## src/rtl/cr_kme_fifo_unpack.sv

```systemverilog
// Serialises each IN_WIDTH-bit KME RAM FIFO word into IN_WIDTH/OUT_WIDTH beats, LSB slice first.
// Optional even parity on out_data is enabled by defining CR_KME_UNPACK_PARITY_EN.
module cr_kme_fifo_unpack #(
    parameter int IN_WIDTH  = 256,
    parameter int OUT_WIDTH = 64
) (
    input  logic                 clk,
    input  logic                 rst,
    input  logic [IN_WIDTH-1:0]  in_data,
    input  logic                 in_valid,
    output logic                 in_ack,
    input  logic                 in_mbe,
    output logic [OUT_WIDTH-1:0] out_data,
    output logic                 out_valid,
    input  logic                 out_ack,
    output logic                 out_first,
    output logic                 out_last,
    output logic                 out_err,
    output logic                 out_par,
    output logic                 err_sticky,
    input  logic                 err_clr
);

    localparam int N_BEATS = IN_WIDTH / OUT_WIDTH;
    localparam int BEAT_W  = $clog2(N_BEATS);
    localparam logic [BEAT_W-1:0] LAST_BEAT = BEAT_W'(N_BEATS - 1);

    typedef enum logic {
        IDLE,
        SHIFT
    } state_t;

    state_t               state_p0;
    state_t               state_nxt;
    logic [IN_WIDTH-1:0]  hold_p0;
    logic [BEAT_W-1:0]    beat_p0;
    logic                 werr_p0;
    logic                 sticky_p0;
    logic                 load;
    logic                 adv;
    logic                 is_shift;
    logic                 is_last;

    assign is_shift = (state_p0 == SHIFT);
    assign is_last  = (beat_p0 == LAST_BEAT);

    always_ff @(posedge clk or posedge rst) begin
        if (rst) begin
            state_p0 <= IDLE;
        end else begin
            state_p0 <= state_nxt;
        end
    end

    // A pop on the last beat's acceptance lets the next word follow without a bubble
    always_comb begin
        state_nxt = state_p0;
        in_ack    = 1'b0;
        load      = 1'b0;
        adv       = 1'b0;
        case (state_p0)
            IDLE: begin
                in_ack = 1'b1;
                if (in_valid) begin
                    load      = 1'b1;
                    state_nxt = SHIFT;
                end
            end
            SHIFT: begin
                if (out_ack) begin
                    if (is_last) begin
                        in_ack = 1'b1;
                        if (in_valid) begin
                            load = 1'b1;
                        end else begin
                            state_nxt = IDLE;
                        end
                    end else begin
                        adv = 1'b1;
                    end
                end
            end
            default: state_nxt = IDLE;
        endcase
    end

    // Hold stage: captured word, beat pointer, word error flag, sticky status
    always_ff @(posedge clk or posedge rst) begin
        if (rst) begin
            hold_p0   <= '0;
            beat_p0   <= '0;
            werr_p0   <= 1'b0;
            sticky_p0 <= 1'b0;
        end else begin
            if (load) begin
                hold_p0 <= in_data;
                werr_p0 <= in_mbe;
                beat_p0 <= '0;
            end else if (adv) begin
                beat_p0 <= beat_p0 + BEAT_W'(1);
            end
            if (load && in_mbe) begin
                sticky_p0 <= 1'b1;
            end else if (err_clr) begin
                sticky_p0 <= 1'b0;
            end
        end
    end

    assign out_valid  = is_shift;
    assign out_data   = is_shift ? hold_p0[int'(beat_p0)*OUT_WIDTH +: OUT_WIDTH] : '0;
    assign out_first  = is_shift && (beat_p0 == '0);
    assign out_last   = is_shift && is_last;
    assign out_err    = is_shift && werr_p0;
    assign err_sticky = sticky_p0;

`ifdef CR_KME_UNPACK_PARITY_EN
    function automatic logic even_par(input logic [OUT_WIDTH-1:0] d);
        return ^d;
    endfunction

    logic par_p0;

    // Parity of the beat about to be presented, registered with the beat pointer
    always_ff @(posedge clk or posedge rst) begin
        if (rst) begin
            par_p0 <= 1'b0;
        end else if (load) begin
            par_p0 <= even_par(in_data[OUT_WIDTH-1:0]);
        end else if (adv) begin
            par_p0 <= even_par(hold_p0[(int'(beat_p0) + 1)*OUT_WIDTH +: OUT_WIDTH]);
        end
    end

    assign out_par = is_shift && par_p0;
`else
    assign out_par = 1'b0;
`endif

endmodule

```

## config.mk

```make
export PLATFORM = sky130hd
export DESIGN_NAME = cr_kme_fifo_unpack
export DESIGN_NICKNAME = d
export VERILOG_FILES = /design/src/rtl/cr_kme_fifo_unpack.sv
export SDC_FILE = /design/constraint.sdc
export NUM_CORES = 1
export LEC_CHECK = 0
export ABC_AREA = 1
export BUFFER_PORTS_ARGS = -buffer_cell sky130_fd_sc_hd__clkbuf_2
export CAP_MARGIN = 10
export CORE_AREA = 2 2 161 163
export CTS_CLUSTER_DIAMETER = 80
export DETAILED_ROUTE_END_ITERATION = 8
export DIE_AREA = 0 0 163 165
export PLACE_DENSITY = 0.76
export SKIP_CTS_REPAIR_TIMING = 1
export SLEW_MARGIN = 20
export SYNTH_ARGS = -nofsm -noshare
export SYNTH_HDL_FRONTEND = slang
export SYNTH_SLANG_ARGS = --single-unit
```

## constraint.sdc

```tcl
create_clock -name clk -period 9.71 [get_ports clk]
set_input_delay 0.971 -clock clk [delete_from_list [all_inputs] [get_ports clk]]
set_output_delay 0.971 -clock clk [all_outputs]
set_load 0.01 [all_outputs]
```

Word level (Yosys, flattened, before mapping)
Cells that the tools add are included.
Widths: inputs -> output; s select.
Operators by class
  reductions and logical operators: 7
  bitwise gates (word level): 1
  add/sub/neg operators: 1
  shift operators: 1
  muxes and demuxes: 18
  eq/ne operators: 1
Operator list (count)
  $shiftx 256x9->64: 1
  $mux 64: 1
  $mux 1: 12
  $pmux 1 s2: 3
  $logic_and 1x1->1: 4
  $mux 2: 2
  $reduce_bool 2->1: 2
  $add 2x1->2 const B: 1
  $eq 2x2->1 const B: 1
  $logic_not 2->1: 1
  $not 1->1: 1
Word-level totals
  output and inout bits: 71
  register bits: 261
  logic and storage cells: 34
  bits of input ports: 262

Longest topological paths before layout
Gate-level depths: netlist of run 1.
  depth in word-level cells: 6
  gate-level depth with buffers: 7

Worst setup path before layout of run 1
No wires, ideal clock.
  path type: reg-to-output
  start: register beat_p0[1]
  end: output out_data[14]
  path buffers: 2
  data arrival time: 1.230 ns
  path slack: 7.509 ns
  cell stages (with the launch flop): 6
  path through: dfrtp_1 -> inv_1 -> buf_2 -> clkbuf_1 -> nand3_1 -> a21oi_1
On the way
  word-level cells in the longest chain between the ends: 2
Ends and longest elaborated chain
  start: declaration: RTL line 36  | logic [BEAT_W-1:0] beat_p0;
  start signal: assignment: RTL line 100  | beat_p0 <= beat_p0 + BEAT_W'(1);
  $shiftx 256x9->64: RTL line 111  | assign out_data = is_shift ? hold_p0[int'(beat_p0)*OUT_WIDTH +: OUT_WIDTH] : '0;
  $mux 64: RTL line 111
  end: declaration: RTL line 13  | output logic [OUT_WIDTH-1:0] out_data,
Every way passes these cells.

Worst setup path in the final report of run 1
  start: register beat_p0[0]
  end: output out_data[42]
The elaborated chain is that of the path after synthesis.

==> flow_metrics.tcl, run 1 <==
set metrics [dict create \
    status "complete, no violations" \
    crit_chain "buf_4, inv_4, buf_4, nand2_1, nand3_1, a21oi_1, clkbuf_2" \
    dpl-instance-area_sq_mm 0.0140 \
    p_sw_share_pct 40.4 \
    dpl.hpwl_um 21700 \
    clockPowerShare_pct 20.6 \
    gp_congestion 0.853 \
    min_period_over_period_pct 50.7 \
    yosys_warnings 0 \
    dr.pass1.iters 5 \
    worst_hold_slack_ns 0.535 \
    drc_errors 0 \
    startpoint_type "register" \
    synth_seq_area_share_pct 52.8 \
    seq_power_share_pct 36.1 \
    skew_ns 0.00675 \
    slew_viol_final 0 \
    grt_usage_pct 24.2 \
    finalSetupViolCount 0 \
    cts_made_buffers 29 \
    grt_pass1_vias 10700 \
    ys_seq_elements 261 \
    synth.area.top_cells "dfrtp_1 53%, nand2_1 16%, o21ai_0 10%, inv_1 8.1%, nand3_1 5.3%" \
    htreeDepth 1 \
    synth_cell_types 15 \
    p_total_mw 5.04 \
    max_slew_margin_pct 29.0 \
    clock_path_buffers 3 \
    syn_area_per_cell_sq_um 7.66 \
    critPathTopFamily "buffers and inverters" \
    clkLatencyLatePin_ns 0.53 \
    cts_tree "done" \
    total_switching_power_mw 2.03 \
    nets 2146 \
    hold_violations 0 \
    power.internal_mw 3.00 \
    syn-num-nets 1880 \
    top_level_ports 333 \
    grt_pass1_wl_um 52300 \
    r2r-end "hold_p0[83]" \
    place.port_buffers 331 \
    die_y_um 165 \
    drt-initial-drc-count 984 \
    routed_wl_um 32600 \
    areaGrowthSynthToFinish_pct 20.3 \
    worstHoldEndpoint "hold_p0[158]" \
    grt_max_degree 254 \
    crit_slowest_cell "dfrtp_4" \
    synth_most_common_cell "nand2_1" \
    clock-sinks 261 \
    startpoint "beat_p0[0]" \
    finalSetupTns_ns 0 \
    hold_path_class "reg -> reg" \
    via_count 11100 \
    path_buf_inv 4 \
    reg2reg_from "beat_p0[1]" \
    vias_per_cell 4.99 \
    cpPeakStageDelay_ns 0.83 \
    ys.flop_type "dfrtp_1" \
    netlist.area_leader.share_pct 52.8 \
    worstMarginPinSlew_ns 1.07 \
    p_per_area_mw_per_mm2 338 \
    synth-edff-count 0 \
    routedWlPerCell_um 14.6 \
    required_ns 8.74 \
    whs_path_depth 2 \
    crit_top_cell "buf_4" \
    timing.max_cap.violations 0 \
    cts-root-buf "clkbuf_16" \
    syn_inst 1616 \
    min_from "hold_p0[158]" \
    fin_crit_ns 4.92 \
    worstPathArrival_ns 3.95 \
    final_cell_area_sq_mm 0.0149 \
    ant_nets 0 \
    die_area_sq_mm 0.0269 \
    synthTopCellsByCount "524 x nand2_1, 266 x inv_1, 261 x dfrtp_1, 258 x o21ai_0, 130 x nand3_1" \
    r2r_slack_ns 5.76 \
    critPathMaxFanout 75 \
    wl_met2_um 15000 \
    core_area_sq_mm 0.0250 \
    drive_gt1_share_pct 20.4 \
    pwr-share-comb_pct 43.4 \
    async_reset_ff_share_pct 100 \
    wl_met3_um 1950 \
    rsz0062_at_grt "false" \
    synth_area_sq_mm 0.0124 \
    antenna_found_initial 1 \
    routedLengthMet1_um 14300 \
    num_rows 58 \
    grt_overflow 0 \
    clk_pin_slew_worst_paths_ns 0.06 \
    start_util_pct 49.4 \
    synth_top_area_cell "dfrtp_1" \
    ir_drop_mv 0.166 \
    worst_r2r_path_depth 8 \
    top_layer_used "met4" \
    max_freq_ghz 0.203 \
    die_w_um 163 \
    p_leak_nw 7.83 \
    crit_path_end_kind "primary output" \
    critPathKind "reg -> out" \
]
-- worst max-delay path by stage --
stage | endpoint | slack (ns) | depth (start not counted)
after floorplan | beat_p0[0] | 1.56 | 1
after global placement | out_data[26] | 5.44 | 7
after detailed placement | out_data[42] | 5.39 | 7
after CTS | out_data[42] | 4.81 | 7
after global routing | out_data[27] | 4.57 | 7
final | out_data[42] | 4.79 | 7
-- per-stage QoR --
step	std cells	util [%]	setup WS, ns
final	2230	59.5	4.79
after global routing	2230	59.5	4.57
after CTS	2229	59.4	4.81
after detailed placement	2181	55.9	5.39
after global placement	2181	55.9	5.44
after floorplan	1616	-	1.56
-- sequential cells by signal, indices dropped and copies added (netlist names) --
register and count:
beat_p0 2, err_sticky 1, out_valid 1, werr_p0 1, hold_p0 256
-- metal layers --
| layer | vias to the layer above | GRT usage, % |
|---|---|---|
| met5 | - | 0 |
| met2 | 408 | 38.8 |
| met1 | 5148 | 33.2 |
| met3 | 81 | 3.09 |
| li1 | 5493 | - |
| met4 | 0 | 10.3 |
-- final cells by class --
cell class	instances	area, sq um
fill	2307	10200
tap	330	413
inverter	267	1010
sequential	261	6540
timing repair buffer	341	1750
clock buffer	43	838
clock inverter	5	52.6
multi-input combinational	982	4280
antenna	1	2.50
-- logic make-up (layout without fill, tap and decap cells) --
logic type                 Yosys count  in the layout  synth area share [%]
and+or+nand+nor                    656            656                  21.2
DFF                                261            261                  52.8
adders and majority gates            2              2                 0.202
buffers and inverters              373            656                  12.6
other                                1              2                0.0303
AOI/OAI and AO/OA                  323            323                  13.2
-- placed cells by master, fill, tap and decap left out --
master,count
a21oi_1,64
a21oi_4,1
buf_12,1
buf_4,8
buf_6,1
bufinv_16,1
clkbuf_1,8
clkbuf_16,29
clkbuf_2,331
clkbuf_8,6
clkinv_2,3
clkinvlp_4,1
conb_1,1
dfrtp_1,259
dfrtp_2,1
dfrtp_4,1
diode_2,1
ha_1,2
inv_1,263
inv_2,2
inv_4,1
inv_8,1
nand2_1,524
nand3_1,130
nor2_1,2
o21ai_0,258
-- power groups by stage --
stage / sequential [mW] / clock (mW) / combinational, mW
final: 1.82 / 1.04 / 2.18
after global routing: 1.88 / 1.10 / 2.50
after CTS: 1.82 / 1.06 / 2.19
after detailed placement: 1.84 / 0 / 2.17
after global placement: 1.82 / 0 / 2.13
after floorplan: 1.74 / 0 / 1.57
-- worst min-delay path, stage by stage (launching register included) --
cell     delay (ns)
dfrtp_1        0.32
inv_1          0.05
o21ai_0        0.14
(Power assumes the default switching activity.)
==> run 2: changes to the inputs <==
clock period = 4.98 ns   (was 9.71 ns; I/O delays follow)
==> run 2 against run 1 <==
Worst setup slack got worse by 3.3 ns; register-to-register slack worse by 3.5 ns; combinational power grew 99%; hold slack lost 0.38 ns; sequential power rose by 93%; routed wire length grew 2.4%; die area did not move; core utilization increased by 0.51 points; global-route usage grew 0.26 points; total power grew 98%; via count increased by 0.55%; final cell count up 0.31%; highest routed layer unchanged.
==> flow_metrics.tcl, run 2 (same netlist as run 1, synthesis figures left out) <==
set metrics [dict create \
    routedWlPerCell_um 14.9 \
    via_count 11200 \
    reg_top3 "hold_p0 (256), beat_p0 (2)" \
    instances_no_fill 2237 \
    hold_violations 0 \
    status "complete, no violations" \
    skew_ns 0.0137 \
    min_period_over_period_pct 70.9 \
    max_freq_ghz 0.283 \
    crit_path_end_kind "primary output" \
    drive_gt1_share_pct 20.8 \
    grt_pass1_vias 10900 \
    clk_pin_slew_worst_paths_ns 0.06 \
    cts_tree "done" \
    ir_drop_mv 0.368 \
    rsz0062_at_grt "false" \
    place_inst 2184 \
    finalSetupTns_ns 0 \
    gp_congestion 0.877 \
    grt_pass1_wl_um 52900 \
    crit_slowest_cell "inv_4" \
    worst_r2r_path_depth 5 \
    reg2reg_from "beat_p0[0]" \
    required_ns 4.48 \
    worstMarginPinSlew_ns 1.10 \
    final_common_cell "nand2_1" \
    grt_overflow 0 \
    final_cell_area_sq_mm 0.0150 \
    areaGrowthSynthToFinish_pct 21.4 \
    regMostFlops "hold_p0" \
    worstPathArrival_ns 3.03 \
    clockPowerShare_pct 21.3 \
    htreeDepth 1 \
    seq_power_share_pct 35.3 \
    timing.max_cap.violations 0 \
    place.port_buffers 331 \
    num_rows 58 \
    largest_reg_flops 256 \
    nets 2148 \
    antenna_found_initial 1 \
    fin_crit_ns 3.53 \
    slew_viol_final 0 \
    cts-root-buf "clkbuf_16" \
    routed_wl_um 33400 \
    max_slew_margin_pct 26.4 \
    startpoint_type "register" \
    clkLatencyLatePin_ns 0.54 \
    crit_chain "inv_4, buf_4, nand2_1, nand3_1, a21oi_1, clkbuf_2" \
    path_buf_inv 3 \
    ant_nets 0 \
    nFillCells 2274 \
    drc_errors 0 \
    clock_path_buffers 3 \
    clock-sinks 261 \
    setup_ws_ns 1.45 \
    dr.pass1.iters 8 \
    hold_path_class "in -> async" \
    critPathKind "reg -> out" \
    finalSetupViolCount 0 \
    power.internal_mw 5.96 \
    dpl.hpwl_um 22200 \
    total_switching_power_mw 4.02 \
    dpl-instance-area_sq_mm 0.0141 \
    core_area_sq_mm 0.0250 \
    post-place-ws_ns 1.98 \
    cpPeakStageDelay_ns 0.92 \
    p_per_area_mw_per_mm2 665 \
    grt_max_degree 208 \
    start_util_pct 49.4 \
    die_w_um 163 \
    grt_usage_pct 24.4 \
    drt-initial-drc-count 1029 \
    critPathTopFamily "buffers and inverters" \
    cts_made_buffers 28 \
    r2r-end "hold_p0[102]" \
    p_sw_share_pct 40.3 \
    vias_per_cell 5.00 \
    die_y_um 165 \
    top_level_ports 333 \
    p_leak_nw 7.90 \
    critPathMaxFanout 100 \
    pwr-share-comb_pct 43.3 \
    r2r_slack_ns 2.24 \
    die_area_sq_mm 0.0269 \
    mostFrequentLayoutCells "524 x nand2_1, 331 x clkbuf_2, 263 x inv_1" \
]
run 2: changes by cell type in the layout (fill, tap and decap cells not counted):
| cell | before | now |
|---|---|---|
| buf_12 | 1 | 5 |
| bufinv_16 | 1 | 2 |
| inv_8 | 1 | 0 |
| clkinv_2 | 3 | 7 |
| clkbuf_8 | 6 | 8 |
| clkbuf_1 | 8 | 6 |
| buf_6 | 1 | 0 |
run 2: worst max-delay path by stage:
| stage | startpoint | cells past startpoint | slack [ns] | to |
|---|---|---|---|---|
| after floorplan | rst | 1 | 1.04 | beat_p0[0] |
| final | beat_p0[0] | 6 | 1.45 | out_data[31] |
| after CTS | beat_p0[0] | 6 | 1.39 | out_first |
| after detailed placement | beat_p0[0] | 6 | 1.98 | out_first |
| after global routing | beat_p0[0] | 6 | 1.22 | out_data[31] |
| after global placement | beat_p0[0] | 6 | 1.98 | out_first |
run 2: worst reg2reg max path: cells and delay by family, from the launching register on:
family / cells / cell delay (ns)
AND/OR/NAND/NOR: 1 / 0.12
buffers and inverters: 1 / 0.54
AO/OA/AOI/OAI: 2 / 0.65
adder cells (fa/ha/maj): 1 / 0.33
flip-flops: 1 / 0.95
run 2: power groups by stage:
stage                     clock [mW]  combinational [mW]  sequential (mW)
after detailed placement           0                4.30             3.56
final                           2.13                4.33             3.52
after global placement             0                4.20             3.51
after global routing            2.26                4.91             3.63
after floorplan                    0                3.07             3.39
after CTS                       2.17                4.34             3.53
run 2: area by class of cell:
class                           count  area, sq um  share of cell area (%)
Antenna cell                        1         2.50                  0.0167
Clock buffer                       43          858                    5.72
Clock inverter                      9         95.1                   0.633
Inverter                          267         1010                    6.72
Multi-Input combinational cell    982         4280                    28.5
Sequential cell                   261         6540                    43.5
Tap cell                          330          413                    2.75
Timing Repair Buffer              344         1820                    12.1
run 2: routing by layer:
metal,part of all wire (%),global-route usage (%),vias to the layer above
li1,-,-,5500
met1,42,32.3,5150
met2,46,39.7,445
met3,6.9,3.52,96
met4,4.6,11.9,0
met5,0,0,-
run 2: per-stage QoR:
step | util [%] | power (mW) | hold WS [ns]
finish | 60.0 | 9.98 | 0.152
global route | 60.0 | 10.8 | 0.158
CTS | 60.0 | 10.0 | 0.150
detailed placement | 56.1 | 7.86 | 0.502
global placement | 56.1 | 7.72 | 0.511
floorplan | - | 6.46 | 0.449
==> run 3: changes to the inputs <==
clock period = 3.45 ns   (was 4.98 ns; I/O delays follow)
==> run 3 against run 2 <==
The flow now finishes with violations (negative hold slack); critical endpoint is now out_data[2]; first-iteration DRC count down 2.2%; critical path depth down 1; non-clock buffer count up 10.
==> flow_metrics.tcl, run 3 (same netlist as run 1, synthesis figures left out) <==
set metrics [dict create \
    cpPeakStageDelay_ns 0.73 \
    ir_drop_mv 0.514 \
    routedWlPerCell_um 14.9 \
    dr.pass1.iters 5 \
    die_y_um 165 \
    hold_path_class "in -> async" \
    crit_slowest_cell "buf_4" \
    htreeDepth 1 \
    finalSetupViolCount 0 \
    place.port_buffers 331 \
    dpl-instance-area_sq_mm 0.0142 \
    grt_overflow 0 \
    p_per_area_mw_per_mm2 949 \
    final_common_cell "nand2_1" \
    drive_gt1_share_pct 21.0 \
    cts_tree "done" \
    clock_path_buffers 3 \
    cts-root-buf "clkbuf_16" \
    fin_crit_ns 2.86 \
    critPathTopFamily "buffers and inverters" \
    max_slew_margin_pct 42.9 \
    drt-initial-drc-count 1006 \
    core_area_sq_mm 0.0250 \
    areaGrowthSynthToFinish_pct 21.3 \
    crit_path_end_kind "primary output" \
    clk_pin_slew_worst_paths_ns 0.06 \
    ant_nets 0 \
    setup_ws_ns 0.588 \
    max_freq_ghz 0.349 \
    seq_power_share_pct 35.5 \
    via_count 11200 \
    worst_hold_slack_ns -0.0433 \
    critPathKind "reg -> out" \
    reg_top3 "hold_p0 (256), beat_p0 (2)" \
    grt_max_degree 186 \
    p_leak_nw 7.90 \
    pwr-share-comb_pct 44.5 \
    reg2reg_from "beat_p0[1]" \
    clkLatencyLatePin_ns 0.53 \
    power.internal_mw 8.45 \
    timing.max_cap.violations 0 \
    num_rows 58 \
    num_antenna_cells 0 \
    finalSetupTns_ns 0 \
    startpoint_type "register" \
    slew_viol_final 0 \
    drc_errors 0 \
    clock-sinks 261 \
    p_total_mw 14.2 \
    start_util_pct 49.4 \
    crit_chain "buf_4, nand2_1, nand3_1, a21oi_1, clkbuf_2" \
    nets 2158 \
    required_ns 3.11 \
    startpoint "beat_p0[0]" \
    die_area_sq_mm 0.0269 \
    final_cell_area_sq_mm 0.0150 \
    vias_per_cell 4.98 \
    grt_usage_pct 24.9 \
    p_sw_share_pct 40.6 \
    rsz0062_at_grt "false" \
    regMostFlops "hold_p0" \
    total_switching_power_mw 5.79 \
    status "finished, violations left" \
    post-place-ws_ns 1.15 \
    die_w_um 163 \
    cts_made_buffers 28 \
    antenna_found_initial 0 \
    mostFrequentLayoutCells "524 x nand2_1, 331 x clkbuf_2, 263 x inv_1" \
    hold_violations 24 \
    path_buf_inv 2 \
    worst_r2r_path_depth 6 \
    path_depth 5 \
    skew_ns 0.00833 \
    gp_congestion 0.834 \
    worstPathArrival_ns 2.52 \
    grt_pass1_vias 10800 \
    grt_pass1_wl_um 53400 \
    worstMarginPinSlew_ns 0.857 \
    critPathMaxFanout 74 \
    violations "negative hold slack" \
    min_period_over_period_pct 83.0 \
    largest_reg_flops 256 \
    routed_wl_um 33400 \
    top_level_ports 333 \
    dpl.hpwl_um 22500 \
    clockPowerShare_pct 20.0 \
]
run 3: changes by cell type in the layout (fill, tap and decap cells not counted):
cell       change
buf_4          +8
diode_2        -1
clkbuf_8       -5
clkinv_2       -2
buf_12         +2
inv_6          +1
bufinv_16      -1
run 3: final timing paths:
check                               endpoint  slack [ns]
worst max-delay path             out_data[2]        0.59
worst min-delay path            hold_p0[134]       -0.04
worst max register to register  hold_p0[154]        1.12
worst min register to register       werr_p0        0.50
max in group asynchronous       hold_p0[105]        2.42
min in group clk                  err_sticky        0.01
run 3: worst reg2reg max path, delay by kind of cell, from the launching register on:
family | cells | cell delay, ns
compound gates | 2 | 0.41
flops | 1 | 0.70
buf+inv | 1 | 0.47
simple gates | 2 | 0.38
fa+ha+maj | 1 | 0.29
run 3: per-stage QoR:
stage	cells	hold slack (ns)	utilization (%)
after floorplan	1616	0.449	-
after global placement	2194	0.470	56.5
after detailed placement	2194	0.483	56.5
after CTS	2239	-0.0352	60.0
after global routing	2239	0.0130	60.0
final	2239	-0.0433	60.0
run 3: power by group through the flow:
stage	registers [mW]	logic (mW)	clock network (mW)
floorplan	4.90	4.43	0
CTS	5.06	6.36	2.90
global placement	5.04	6.14	0
global route	5.19	7.22	3.02
detailed placement	5.11	6.29	0
finish	5.05	6.33	2.85
run 3: layer usage:
layer | vias to the layer above | share of wire (%) | GRT usage [%] | routed length (um)
met1 | 5156 | 43 | 34.0 | 14500
li1 | 5517 | - | - | -
met5 | - | 0 | 0 | 0
met4 | 0 | 3.6 | 9.25 | 1190
met3 | 74 | 5.7 | 3.49 | 1910
met2 | 410 | 47 | 40.6 | 15800
run 3: cell type report:
cell class,instances,area [sq um]
Inverter,267,1010
Fill cell,2278,10000
Timing Repair Buffer,354,1920
Tap cell,330,413
Clock buffer,38,790
Clock inverter,7,63.8
Sequential cell,261,6540
Multi-Input combinational cell,982,4280
